[src/rtl/seg_display_pkg.sv]
// Shared types and seven-segment constants for the seg_display_ctrl block.
// Segment order is {a,b,c,d,e,f,g}. Segments are active-low, so a 0 bit lights that segment.
package seg_display_pkg;

  typedef enum logic [1:0] {
    IDLE,
    SHIFT,
    DONE
  } conv_state_t;

  localparam logic [6:0] SEG_0     = 7'b0000001;
  localparam logic [6:0] SEG_1     = 7'b1001111;
  localparam logic [6:0] SEG_2     = 7'b0010010;
  localparam logic [6:0] SEG_3     = 7'b0000110;
  localparam logic [6:0] SEG_4     = 7'b1001100;
  localparam logic [6:0] SEG_5     = 7'b0100100;
  localparam logic [6:0] SEG_6     = 7'b0100000;
  localparam logic [6:0] SEG_7     = 7'b0001111;
  localparam logic [6:0] SEG_8     = 7'b0000000;
  localparam logic [6:0] SEG_9     = 7'b0000100;
  localparam logic [6:0] SEG_DASH  = 7'b1111110;
  localparam logic [6:0] SEG_BLANK = 7'b1111111;

  function automatic logic [6:0] seg_decode(input logic [3:0] nib);
    logic [6:0] pat;
    case (nib)
      4'd0:    pat = SEG_0;
      4'd1:    pat = SEG_1;
      4'd2:    pat = SEG_2;
      4'd3:    pat = SEG_3;
      4'd4:    pat = SEG_4;
      4'd5:    pat = SEG_5;
      4'd6:    pat = SEG_6;
      4'd7:    pat = SEG_7;
      4'd8:    pat = SEG_8;
      4'd9:    pat = SEG_9;
      default: pat = SEG_BLANK;
    endcase
    return pat;
  endfunction

endpackage

[src/rtl/seg_display_ctrl_if.sv]
// Bundles the load/status/display pins of seg_display_ctrl.
// The controller is the slave; the value source and the pin consumer are the master.
interface seg_display_ctrl_if #(
  parameter int unsigned BIN_W  = 11,
  parameter int unsigned DIGITS = 4
);
  logic [BIN_W-1:0]  entry;
  logic              load;
  logic              busy;
  logic              overflow;
  logic [6:0]        seg;
  logic [DIGITS-1:0] an;

  modport master (output entry, load, input busy, overflow, seg, an);
  modport slave  (input entry, load, output busy, overflow, seg, an);
endinterface

[src/rtl/bin_to_bcd_seq.sv]
// Sequential double-dabble converter. It performs one shift per cycle and uses DIGITS+1 BCD nibbles.
// Any carry out of the spare top nibble is recorded as a sticky overflow.
module bin_to_bcd_seq
  import seg_display_pkg::*;
#(
  parameter int unsigned BIN_W  = 11,
  parameter int unsigned DIGITS = 4
) (
  input  logic                  clock,
  input  logic                  reset,
  input  logic [BIN_W-1:0]      entry,
  input  logic                  load,
  output logic                  busy,
  output logic [DIGITS*4-1:0]   bcd,
  output logic                  ovf,
  output logic                  done
);

  localparam int unsigned WORK_W = (DIGITS + 1) * 4;
  localparam int unsigned CNT_W  = $clog2(BIN_W + 1);

  conv_state_t       state, state_nxt;
  logic [BIN_W-1:0]  src;
  logic [WORK_W-1:0] work, work_adj;
  logic              lost;
  logic [CNT_W-1:0]  cnt;
  logic              last_shift;

  assign last_shift = (cnt == CNT_W'(BIN_W - 1));

  always_ff @(posedge clock or negedge reset) begin
    if (!reset) state <= IDLE;
    else        state <= state_nxt;
  end

  always_comb begin
    state_nxt = state;
    case (state)
      IDLE:    if (load) state_nxt = SHIFT;
      SHIFT:   if (last_shift) state_nxt = DONE;
      DONE:    state_nxt = IDLE;
      default: state_nxt = IDLE;
    endcase
  end

  always_comb begin
    busy = (state != IDLE);
    done = (state == DONE);
  end

  // The work register starts at zero, so adjusting before the shift gives the classic algorithm.
  always_comb begin
    work_adj = work;
    for (int unsigned i = 0; i < DIGITS + 1; i++) begin
      if (work[i*4 +: 4] >= 4'd5) work_adj[i*4 +: 4] = work[i*4 +: 4] + 4'd3;
    end
  end

  always_ff @(posedge clock or negedge reset) begin
    if (!reset) begin
      src  <= '0;
      work <= '0;
      lost <= 1'b0;
      cnt  <= '0;
    end else begin
      case (state)
        IDLE: if (load) begin
          src  <= entry;
          work <= '0;
          lost <= 1'b0;
          cnt  <= '0;
        end
        SHIFT: begin
          work <= {work_adj[WORK_W-2:0], src[BIN_W-1]};
          src  <= src << 1;
          lost <= lost | work_adj[WORK_W-1];
          cnt  <= cnt + CNT_W'(1);
        end
        default: ;
      endcase
    end
  end

  assign bcd = work[DIGITS*4-1:0];
  assign ovf = lost | (work[WORK_W-1 -: 4] != 4'd0);

endmodule

[src/rtl/seg_display_ctrl.sv]
// N-digit seven-segment controller: performs BCD conversion on load and multiplexes the digits onto seg/an.
// Optional feature: define LEADING_ZERO_BLANK_EN to blank leading zeros. Digit 0 is never blanked.
module seg_display_ctrl
  import seg_display_pkg::*;
#(
  parameter int unsigned BIN_W       = 11,
  parameter int unsigned DIGITS      = 4,
  parameter int unsigned REFRESH_DIV = 50000
) (
  input logic               clock,
  input logic               reset,
  seg_display_ctrl_if.slave bus
);

  localparam int unsigned IDX_W  = (DIGITS > 1) ? $clog2(DIGITS) : 1;
  localparam int unsigned RCNT_W = $clog2(REFRESH_DIV);

  logic [DIGITS*4-1:0] bcd, disp;
  logic                conv_ovf, conv_done, ovf_r;
  logic [RCNT_W-1:0]   rcnt;
  logic [IDX_W-1:0]    idx;
  logic [3:0]          cur_nib;
  logic                cur_blank;
  logic [6:0]          seg_nxt, seg_r;
  logic [DIGITS-1:0]   an_r;

  bin_to_bcd_seq #(.BIN_W(BIN_W), .DIGITS(DIGITS)) u_conv (
    .clock (clock),
    .reset (reset),
    .entry (bus.entry),
    .load  (bus.load),
    .busy  (bus.busy),
    .bcd   (bcd),
    .ovf   (conv_ovf),
    .done  (conv_done)
  );

  // The display is loaded only from a finished conversion, so a partially converted value is never shown.
  always_ff @(posedge clock or negedge reset) begin
    if (!reset) begin
      disp  <= '0;
      ovf_r <= 1'b0;
    end else if (conv_done) begin
      disp  <= bcd;
      ovf_r <= conv_ovf;
    end
  end

  always_ff @(posedge clock or negedge reset) begin
    if (!reset) begin
      rcnt <= '0;
      idx  <= '0;
    end else if (rcnt == RCNT_W'(REFRESH_DIV - 1)) begin
      rcnt <= '0;
      idx  <= (idx == IDX_W'(DIGITS - 1)) ? '0 : idx + IDX_W'(1);
    end else begin
      rcnt <= rcnt + RCNT_W'(1);
    end
  end

  always_comb begin
    cur_nib   = '0;
    cur_blank = 1'b0;
    for (int unsigned i = 0; i < DIGITS; i++) begin
      if (idx == IDX_W'(i)) begin
        cur_nib = disp[i*4 +: 4];
`ifdef LEADING_ZERO_BLANK_EN
        cur_blank = (i != 0) && ((disp >> (i * 4)) == '0);
`endif
      end
    end
  end

  always_comb begin
    if (ovf_r)          seg_nxt = SEG_DASH;
    else if (cur_blank) seg_nxt = SEG_BLANK;
    else                seg_nxt = seg_decode(cur_nib);
  end

  always_ff @(posedge clock or negedge reset) begin
    if (!reset) begin
      an_r  <= '1;
      seg_r <= SEG_BLANK;
    end else begin
      an_r  <= ~(DIGITS'(1) << idx);
      seg_r <= seg_nxt;
    end
  end

  assign bus.an       = an_r;
  assign bus.seg      = seg_r;
  assign bus.overflow = ovf_r;

endmodule
[src/flat_wrapper.sv]
// flat-port wrapper written by rule: the top's interface ports become plain ports
module seg_display_ctrl_flat import seg_display_pkg::*;
#(
  parameter int unsigned BIN_W       = 11,
  parameter int unsigned DIGITS      = 4,
  parameter int unsigned REFRESH_DIV = 50000
)
  (clock, reset, bus_entry, bus_load, bus_busy, bus_overflow, bus_seg, bus_an);
  seg_display_ctrl_if #(.BIN_W(BIN_W), .DIGITS(DIGITS)) bus_i ();
  input logic clock;
  input logic reset;
  input wire logic [$bits(bus_i.entry)-1:0] bus_entry;
  input wire logic [$bits(bus_i.load)-1:0] bus_load;
  output wire logic [$bits(bus_i.busy)-1:0] bus_busy;
  output wire logic [$bits(bus_i.overflow)-1:0] bus_overflow;
  output wire logic [$bits(bus_i.seg)-1:0] bus_seg;
  output wire logic [$bits(bus_i.an)-1:0] bus_an;
  assign bus_i.entry = bus_entry;
  assign bus_i.load = bus_load;
  assign bus_busy = bus_i.busy;
  assign bus_overflow = bus_i.overflow;
  assign bus_seg = bus_i.seg;
  assign bus_an = bus_i.an;
  seg_display_ctrl #(.BIN_W(BIN_W), .DIGITS(DIGITS), .REFRESH_DIV(REFRESH_DIV)) u_core (.clock(clock), .reset(reset), .bus(bus_i));
endmodule
[config.mk]
export PLATFORM = sky130hd
export DESIGN_NAME = seg_display_ctrl_flat
export DESIGN_NICKNAME = d
export VERILOG_FILES = /design/src/rtl/seg_display_pkg.sv /design/src/rtl/seg_display_ctrl_if.sv /design/src/rtl/bin_to_bcd_seq.sv /design/src/rtl/seg_display_ctrl.sv /design/src/flat_wrapper.sv
export SDC_FILE = /design/constraint.sdc
export NUM_CORES = 1
export LEC_CHECK = 0
export ABC_CLOCK_PERIOD_IN_PS = 1900
export BUFFER_PORTS_ARGS = -buffer_cell sky130_fd_sc_hd__buf_4
export CELL_PAD_IN_SITES_DETAIL_PLACEMENT = 0
export CELL_PAD_IN_SITES_GLOBAL_PLACEMENT = 1
export CORE_ASPECT_RATIO = 1.25
export CORE_UTILIZATION = 43
export DETAILED_ROUTE_END_ITERATION = 10
export HOLD_SLACK_MARGIN = 0.12
export PLACE_DENSITY_LB_ADDON = 0.15
export SETUP_SLACK_MARGIN = 0.1
export SKIP_CTS_REPAIR_TIMING = 1
export SLEW_MARGIN = 20
export SYNTH_ARGS = -nofsm -noshare
export SYNTH_HDL_FRONTEND = slang
export SYNTH_SLANG_ARGS = --single-unit
[constraint.sdc]
create_clock -name clock -period 1.9 [get_ports clock]
set_input_delay 0.38 -clock clock [delete_from_list [all_inputs] [get_ports clock]]
set_output_delay 0.38 -clock clock [all_outputs]
set_load 0.01 [all_outputs]
After elaboration in Yosys (flattened, before gate mapping):

Memories as Yosys holds them, arrays and structs flattened.
Index checks and enable logic that the tools add are counted.

* flip-flop bits (word level): 84
* latch bits: 0
* memory bits (writable): 0
* bits in read-only memories: 112
* bits of input ports: 14
* output and inout bits: 13
* word-level logic and storage cells: 68
* memories: 1

Memories
* (no name shown): depth 16, bits a word 7, read ports 1, clocked after Yosys merged registers in 0, write ports 0, line seg_display_pkg.sv:26 `case (nib)`

* $add $sub $neg: 8
* $mul: 0
* div/mod/pow operators: 0
* $lt $le $gt $ge: 5
* eq/ne operators: 9
* shift operators: 1
* mux-type cells: 23
* bitwise logic cells: 3
* reductions and logical operators: 7

Operators with widths (number)
* 4-bit two-way mux: 10
* 20-bit one-hot mux with 2 select lines: 1
* 11-bit one-hot mux with 2 select lines: 1
* 4-bit by 2-bit adder with 4-bit output (second input constant): 5
* 4-bit by 3-bit >= comparator with 1-bit output (second input constant): 5
* 20-bit two-way mux: 1
* 16-bit by 1-bit adder with 16-bit output (second input constant): 1
* 16-bit equality test (second input constant): 1
* 16-bit two-way mux: 1
* 11-bit two-way mux: 1
* 4-bit one-hot mux with 2 select lines: 1
* 7-bit two-way mux: 1
* 2-bit equality test (second input constant): 3
* 2-bit two-way mux: 3
* 4-bit by 1-bit adder with 4-bit output (second input constant): 1
* 2-bit by 1-bit equality test with 1-bit output (second input constant): 2
* 4-bit equality test (second input constant): 1
* 2-bit zero test: 2
* 2-bit != test (second input constant): 2
* 4-bit inverter: 1
* 2-bit one-hot mux with 2 select lines: 1
* 2-bit AND reduction: 2
* 2-bit nonzero test: 2
* 4-bit nonzero test: 1
* 5 further kinds: 6

Longest topological paths before layout:

Gate-level depths: netlist of run 1.
An unclocked memory read counts as a cell.

* depth in word-level cells: 7
* depth in mapped cells: 11
* mapped depth without buffers: 10

By module:

Synthesis of run 1 repeated with hierarchy kept, for this count alone.

* cell total of the unflattened synthesis: 426
* area total of the unflattened synthesis: 4575.6 um^2

Modules (own cells, without submodules)
* bin_to_bcd_seq: instances 1, cells an instance 238, area an instance 2391.0 um^2, seq. area each 950.9 um^2
* seg_display_ctrl: instances 1, cells an instance 188, area an instance 2184.6 um^2, seq. area each 1164.9 um^2

Worst setup path after synthesis of run 1:

OpenSTA, ideal clock, no wires.

* kind: reg-to-reg
* start point: register u_core.idx[0]
* end point: register u_core.seg_r[2], in the netlist u_core.bus.seg[2]
* library setup time: 0.089 ns
* arrival time: 1.819 ns
* data required time: 1.811 ns
* slack: -0.008 ns
* cell stages (with the launch flop): 9
* buffers on the path: 0
* period minus slack after synthesis: 1.908 ns
* cell sequence: dfrtp_1 > inv_1 > ha_1 > nand2b_4 > o221ai_1 > ha_1 > inv_1 > nor4_1 > a21oi_2

* longest elaborated chain between the ends: 7
* elaborated cells on any way between the ends: 10
* classes of those cells: eq/ne: 3; mux: 5; reduce/logical: 1; memory: 1

Ends and longest elaborated chain
* start: declaration: line seg_display_ctrl.sv:21 `logic [IDX_W-1:0] idx;`
* start signal: assignment: line seg_display_ctrl.sv:55 `idx <= (idx == IDX_W'(DIGITS - 1)) ? '0 : idx + IDX_W'(1);`
* 2-bit zero test: line seg_display_ctrl.sv:65 `if (idx == IDX_W'(i)) begin`
* 4-bit two-way mux (3 in a row): line seg_display_ctrl.sv:65
* 4-bit two-way mux *: line seg_display_ctrl.sv:65
* memory read 16 x 7 bit *
* 7-bit two-way mux *: line seg_display_ctrl.sv:75 `if (ovf_r) seg_nxt = SEG_DASH;`
* net u_core.seg_nxt[2]: line seg_display_ctrl.sv:24 `logic [6:0] seg_nxt, seg_r;`
* end signal: assignment: line seg_display_ctrl.sv:86 `seg_r <= seg_nxt;`
* end: declaration: line seg_display_ctrl.sv:24

The timed path passes the listed nets; every way through them passes the cells marked *.
A chain may end at the register's enable or synchronous reset.

Worst setup path after layout of run 1:

* start point: register u_core.idx[0]
* end point: register u_core.seg_r[0], in the netlist u_core.bus.seg[0]

Same word-level chain as after synthesis.

==> impl_metrics.csv, run 1 <==
group,metric,value,unit
status,status,"finished with violations",
status,violations,"setup timing",
grt,grt_overflow,0,
routing,drt-pass1-iter-count,4,
routing,via_per_inst,5.238,
sta,finalSetupViolations,1,
die,rows,39,
critical_path,cp-start-kind,"flip-flop",
pwr,leakage,0.002186,uW
sta,fin_skew,7.026,ps
sta,fin_crit_sh,1.008,
cts,cts_tree,"yes",
grt,grt_max_degree,42,
sta,relSlewSlack,0.6979,
sta,max_freq,0.5224,GHz
critical_path,cp.required,2150,ps
sta,hold_slack,300.0,ps
layout,instances_no_fill,560,
layout,stdcell_area,0.004961,mm^2
synthesis,synth_area_leaders,"dfrtp_1, ha_1, dfstp_2",
die,die_w,89.85,um
die,fp.dieH,111.8,um
critical_path,endpoint_kind,"flip-flop",
layout,layout_common_cells,"dfrtp_1, buf_4, nor2_1",
critical_path,cp.arrival,2170,ps
place,io_buffers,26,
cts,numCtsBuffers,9,
synthesis,ys.flop_type,"dfrtp_1",
critical_path,cp_max_fo,3,
synthesis,mappedNetlistArea,0.004148,mm^2
die,dieArea,0.01005,mm^2
critical_path,critPathMostFrequentCell,"buf_4",
layout,area_growth,19.61,%
layout,regArea,0.002117,mm^2
die,pin_count,27,
cts,root_buffer,"clkbuf_16",
grt,grt_pass1_vias,2962,
routing,post_drt_wl_per_cell,13.94,um
critical_path,slowest_stage,"dfrtp_2",
die,core,0.009271,mm^2
pwr,vdd_drop_max,0.6877,mV
worst_hold_path,min_path_cells,3,
cts,clk_pin_slew,60,ps
layout,diodes,0,
critical_path,critical_path_class,"flip-flop to flip-flop",
critical_path,cp_cell_sequence,"inv_2 > ha_2 > nor2_2 > buf_4 > o211ai_1 > o211ai_1 > buf_4 > buf_4 > a211oi_2",
critical_path,crit_path_max_incr_delay,440,ps
grt,antenna_found_initial,0,
place,place_hpwl,5.303,mm
synthesis,yosysSeqAreaShare,0.5101,
grt,grt_usage,0.1718,
critical_path,reg2reg_depth,9,
synthesis,yosysTopAreaCellShare,0.4404,
cts,htree_levels,3,
synthesis,synthCells,390,
layout,nets,470,
cts,clock_latency,340,ps
grt,grt_pass1_wl,13.85,mm
routing,drt_wl_total,7.807,mm
sta,setup_slack,-14.25,ps
layout,fill_cells,855,
place,placed_area,0.004564,mm^2
sta,tightest_slew,453.1,ps
flow_run,cap_viol_max_count,0,
synthesis,ys_warn_count,0,
place,place_congestion,0.7952,
routing,drtIter0Drc,101,
place,pre_cts_ws,-71.85,ps
sta,hold_viol,0,
routing,dr_total_vias,2933,
worst_hold_path,hp-class,"input port to flip-flop",
synthesis,synth-seq-cells,84,
cts,clock_sinks,84,
layout,final_common_cell,"dfrtp_1",
sta,slew_viol_final,0,
pwr,p_per_area,1397,mW/mm^2
die,start_util,0.4474,
place,dp_cells,539,
routing,ant_nets,0,
pwr,power,6931,uW
synthesis,yosys.area.top_type,"dfrtp_1",
synthesis,synth.distinct_cells,49,
routing,drc,0,
synthesis,synth_edf_count,0,
sta,period_minus_slack,1914,ps
synthesis,synth_async_sr_flop_share,1.000,
synthesis,syn_nets,428,
cts,cts_buffer_depth,2,
sta,grt_setup_unrepaired,"true",
layout,drive_above_1_share,0.2792,
synthesis,synth.avg_cell_area,10.64,um^2
layout,multi_input_area,0.001941,mm^2
## final timing paths
path | from | to | slack (ps)
worst max-delay path | u_core.idx[0]$_DFFE_PN0N_ | u_core.bus.seg[0]$_DFF_PN1_ | -10
worst min-delay path | bus_entry[0] | u_core.u_conv.src[0]$_DFFE_PN0P_ | 300
worst max register to register | u_core.idx[0]$_DFFE_PN0N_ | u_core.bus.seg[0]$_DFF_PN1_ | -10
worst min register to register | u_core.rcnt[0]$_DFF_PN0_ | u_core.rcnt[0]$_DFF_PN0_ | 460
max in group asynchronous | reset | u_core.bus.an[1]$_DFF_PN1_ | 770
min in group asynchronous | reset | u_core.u_conv.work[16]$_DFFE_PN0P_ | 540
## worst max-delay path: cells and delay by family (launching register included)
kind | cells | cell delay [ps]
DFF | 1 | 440
buffers and inverters | 4 | 570
and+or+nand+nor | 1 | 70
AOI/OAI and AO/OA | 3 | 520
adders and majority gates | 1 | 240
## final cells by class
cell class              instances  area share
flip-flops and latches         84      0.4267
multi-input cells             268      0.3912
repair buffers                 46     0.07264
clock buffers                  10     0.04817
well taps                     123     0.03102
inverters                      23     0.01740
clock inverters                 6     0.01286
## cells by family (layout without fill, tap and decap cells)
group,count (synthesis),count (layout),share of synthesized area
DFF,84,84,0.5101
muxes,22,22,0.05822
buffers and inverters,38,85,0.03741
and+or+nand+nor,121,121,0.1472
AOI/OAI and AO/OA,79,79,0.1282
adders and majority gates,24,24,0.07240
xor gates and xnor gates,22,22,0.04646
## metrics by stage
step | util | TNS (ps)
after floorplan | - | 0
after global placement | 0.4923 | 0
after detailed placement | 0.4923 | -223.4
after CTS | 0.5250 | -409.2
after global routing | 0.5351 | -602.0
final | 0.5351 | -14.25
## routing by layer
metal,global-route usage,part of all wire
met1,0.2098,0.46
met2,0.2949,0.50
met3,0.02527,0.021
met4,0.08852,0.018
met5,0,0
## power by group
group	leakage, uW	internal, uW	total [uW]	switching, uW
Sequential	0.00103	2360	2840	486
Clock	0.000144	1050	1750	699
Combinational	0.00101	1080	2340	1260
## synth_stat cells (2+ instances only)
cell      number
dfstp_2       11
nand3_1       25
mux2_2        17
nand2_1       25
a32o_1         5
nor4b_1        2
ha_1          24
a21oi_1       14
xnor2_1       13
nand4_1        4
and3_1         3
mux2i_1        5
buf_2          4
nor3_1         2
o31ai_1       10
nand3_2        2
o211ai_1       3
inv_1         20
nand2b_1       8
nor4_1         2
dfrtp_1       73
o22ai_1       11
clkbuf_1      10
inv_2          3
xor2_1         9
nor2_1        39
o21ai_0       23
nor2b_1        2
## state kept, by name, indices dropped and copies added (netlist names)
register             count
u_core.u_conv.work      20
u_core.disp             16
u_core.rcnt             16
u_core.u_conv.src       11
u_core.bus.seg           7
u_core.bus.an            4
u_core.u_conv.cnt        4
u_core.idx               2
u_core.u_conv.state      2
u_core.bus.overflow      1
u_core.u_conv.lost       1
Power figures use the tool's default switching activity.
==> run 2, diff against run 1 <==
--- a/config.mk
+++ b/config.mk
@@ -10,6 +10,7 @@
 export CELL_PAD_IN_SITES_DETAIL_PLACEMENT = 0
 export CELL_PAD_IN_SITES_GLOBAL_PLACEMENT = 1
 export CORE_ASPECT_RATIO = 1.25
+export CORE_MARGIN = 3
 export CORE_UTILIZATION = 43
 export DETAILED_ROUTE_END_ITERATION = 10
 export HOLD_SLACK_MARGIN = 0.12
==> run 2 against run 1 <==
The flow now finishes without violations. Design area up 1.2%. Global-route usage down 1.2 points. Clock power down 2%. Critical path depth down 3. Clock skew about the same. Register-to-register slack better by 50 ps. Critical path type unchanged.
==> impl_metrics.csv, run 2 (synthesis results as in run 1) <==
group,metric,value,unit
status,status,"finished clean",
sta,period_minus_slack,1861,ps
critical_path,crit_family,"flip-flops",
critical_path,critical_path_class,"flip-flop to flip-flop",
routing,post_drt_wl_per_cell,13.88,um
critical_path,cp-start-kind,"flip-flop",
grt,grt_pass1_wl,13.76,mm
critical_path,slowest_stage,"dfrtp_2",
pwr,comb_power_share,0.341,
grt,grt_pass1_vias,2933,
place,place_hpwl,5.411,mm
critical_path,cp_cell_sequence,"ha_2 > nand2b_4 > buf_4 > o221ai_2 > mux2_2 > a21oi_2",
grt,grt_util_met3,0.03312,
place,pre_cts_ws,-27.48,ps
grt,grt_overflow,0,
die,core,0.009271,mm^2
pwr,seqPwrFrac,0.411,
grt,antenna_found_initial,0,
layout,diodes,0,
pwr,power,6912,uW
pwr,intPower,4451,uW
layout,regMostFlops,"u_core.u_conv.work",
grt,grt_max_degree,42,
die,rows,39,
cts,root_buffer,"clkbuf_16",
routing,drc,0,
cts,htree_levels,3,
pwr,clkPwrFrac,0.248,
flow_run,cap_viol_max_count,0,
critical_path,cp.required,2170,ps
layout,largest_reg_flops,20,
sta,finalSetupViolations,0,
critical_path,cp.arrival,2130,ps
layout,area_growth,21.03,%
routing,dr_total_vias,2928,
die,fp.dieH,115.8,um
critical_path,path_buf_inv,1,
pwr,vdd_drop_max,0.7465,mV
pwr,leakage,0.002212,uW
layout,reg_top3,"u_core.u_conv.work (20), u_core.disp (16), u_core.rcnt (16)",
layout,nets,474,
cts,clock_sinks,84,
layout,fill_cells,855,
layout,final_common_cell,"dfrtp_1",
routing,drt_wl_total,7.828,mm
layout,drive_above_1_share,0.2812,
sta,tightest_slew,471.6,ps
cts,clk_pin_slew,60,ps
routing,drtIter0Drc,90,
grt,use_met2,0.2525,
routing,ant_nets,0,
sta,fin_crit_sh,0.9793,
die,pin_count,27,
cts,cts_tree,"yes",
worst_hold_path,hp-class,"input port to flip-flop",
grt,top_usage_layer,"met2",
layout,layout_common_cells,"dfrtp_1, buf_4, nor2_1",
sta,grt_setup_unrepaired,"true",
sta,max_freq,0.5374,GHz
grt,grtUsageMet1,0.2122,
routing,drt-pass1-iter-count,4,
critical_path,endpoint_kind,"flip-flop",
critical_path,crit_path_max_incr_delay,450,ps
pwr,switchingPower,2461,uW
cts,cts_buffer_depth,2,
cts,clock_latency,340,ps
critical_path,cp_max_fo,4,
pwr,swShare,0.3560,
place,place_congestion,0.7900,
cts,numCtsBuffers,9,
sta,fin_skew,7.411,ps
pwr,p_per_area,1377,mW/mm^2
die,die_w,93.85,um
sta,slew_viol_final,0,
grt,grt_usage,0.1595,
sta,setup_slack,39.31,ps
die,dieArea,0.01087,mm^2
die,start_util,0.4474,
sta,relSlewSlack,0.6812,
sta,hold_viol,0,
place,io_buffers,26,
sta,hold_slack,309.1,ps
routing,via_per_inst,5.191,
[run 2: area by class of cell]
type | instances | area [um^2] | area share
tap | 123 | 153.9 | 0.03066
sequential | 84 | 2117 | 0.4217
timing repair buffer | 50 | 390.4 | 0.07777
clock inverter | 4 | 32.53 | 0.006481
multi-input combinational | 268 | 1971 | 0.3926
clock buffer | 12 | 266.5 | 0.05309
inverter | 23 | 88.84 | 0.01770
[run 2: final timing paths]
| check | from | to | slack (ps) | depth (start not counted) |
|---|---|---|---|---|
| max | u_core.idx[0]$_DFFE_PN0N_ | u_core.bus.seg[2]$_DFF_PN1_ | 40 | 6 |
| min | bus_entry[0] | u_core.u_conv.src[0]$_DFFE_PN0P_ | 310 | 3 |
| max reg2reg | u_core.idx[0]$_DFFE_PN0N_ | u_core.bus.seg[2]$_DFF_PN1_ | 40 | 6 |
| min reg2reg | u_core.rcnt[0]$_DFF_PN0_ | u_core.rcnt[0]$_DFF_PN0_ | 450 | 1 |
| max in group asynchronous | reset | u_core.bus.an[0]$_DFF_PN1_ | 820 | 3 |
| min in group asynchronous | reset | u_core.disp[1]$_DFFE_PN0N_ | 480 | 2 |
[run 2: worst reg2reg max path, cell delays in order (launching register included)]
cell and delay [ps]:
dfrtp_2 450, ha_2 250, nand2b_4 170, buf_4 150, o221ai_2 270, mux2_2 390, a21oi_2 130
[run 2: per-stage QoR]
stage | cell area, um^2 | std cells | util | TNS [ps]
floorplan | 4159 | 390 | - | 0
global placement | 4587 | 542 | 0.4947 | 0
detailed placement | 4587 | 542 | 0.4947 | -37.22
CTS | 4886 | 558 | 0.5270 | -99.22
global route | 5020 | 564 | 0.5414 | -234.0
finish | 5020 | 564 | 0.5414 | 0
[run 2: power by group through the flow]
stage	Clock [uW]	Combinational [uW]	Sequential (uW)
floorplan	0	1730	2740
global placement	0	2260	2860
global route	1840	2720	2930
finish	1710	2360	2840
CTS	1750	2330	2830
detailed placement	0	2320	2860
[run 2: per-layer routing]
layer	vias up	part of all wire
met1	1423	0.47
met3	13	0.023
met2	36	0.48
met5	-	0
li1	1456	-
met4	0	0.019
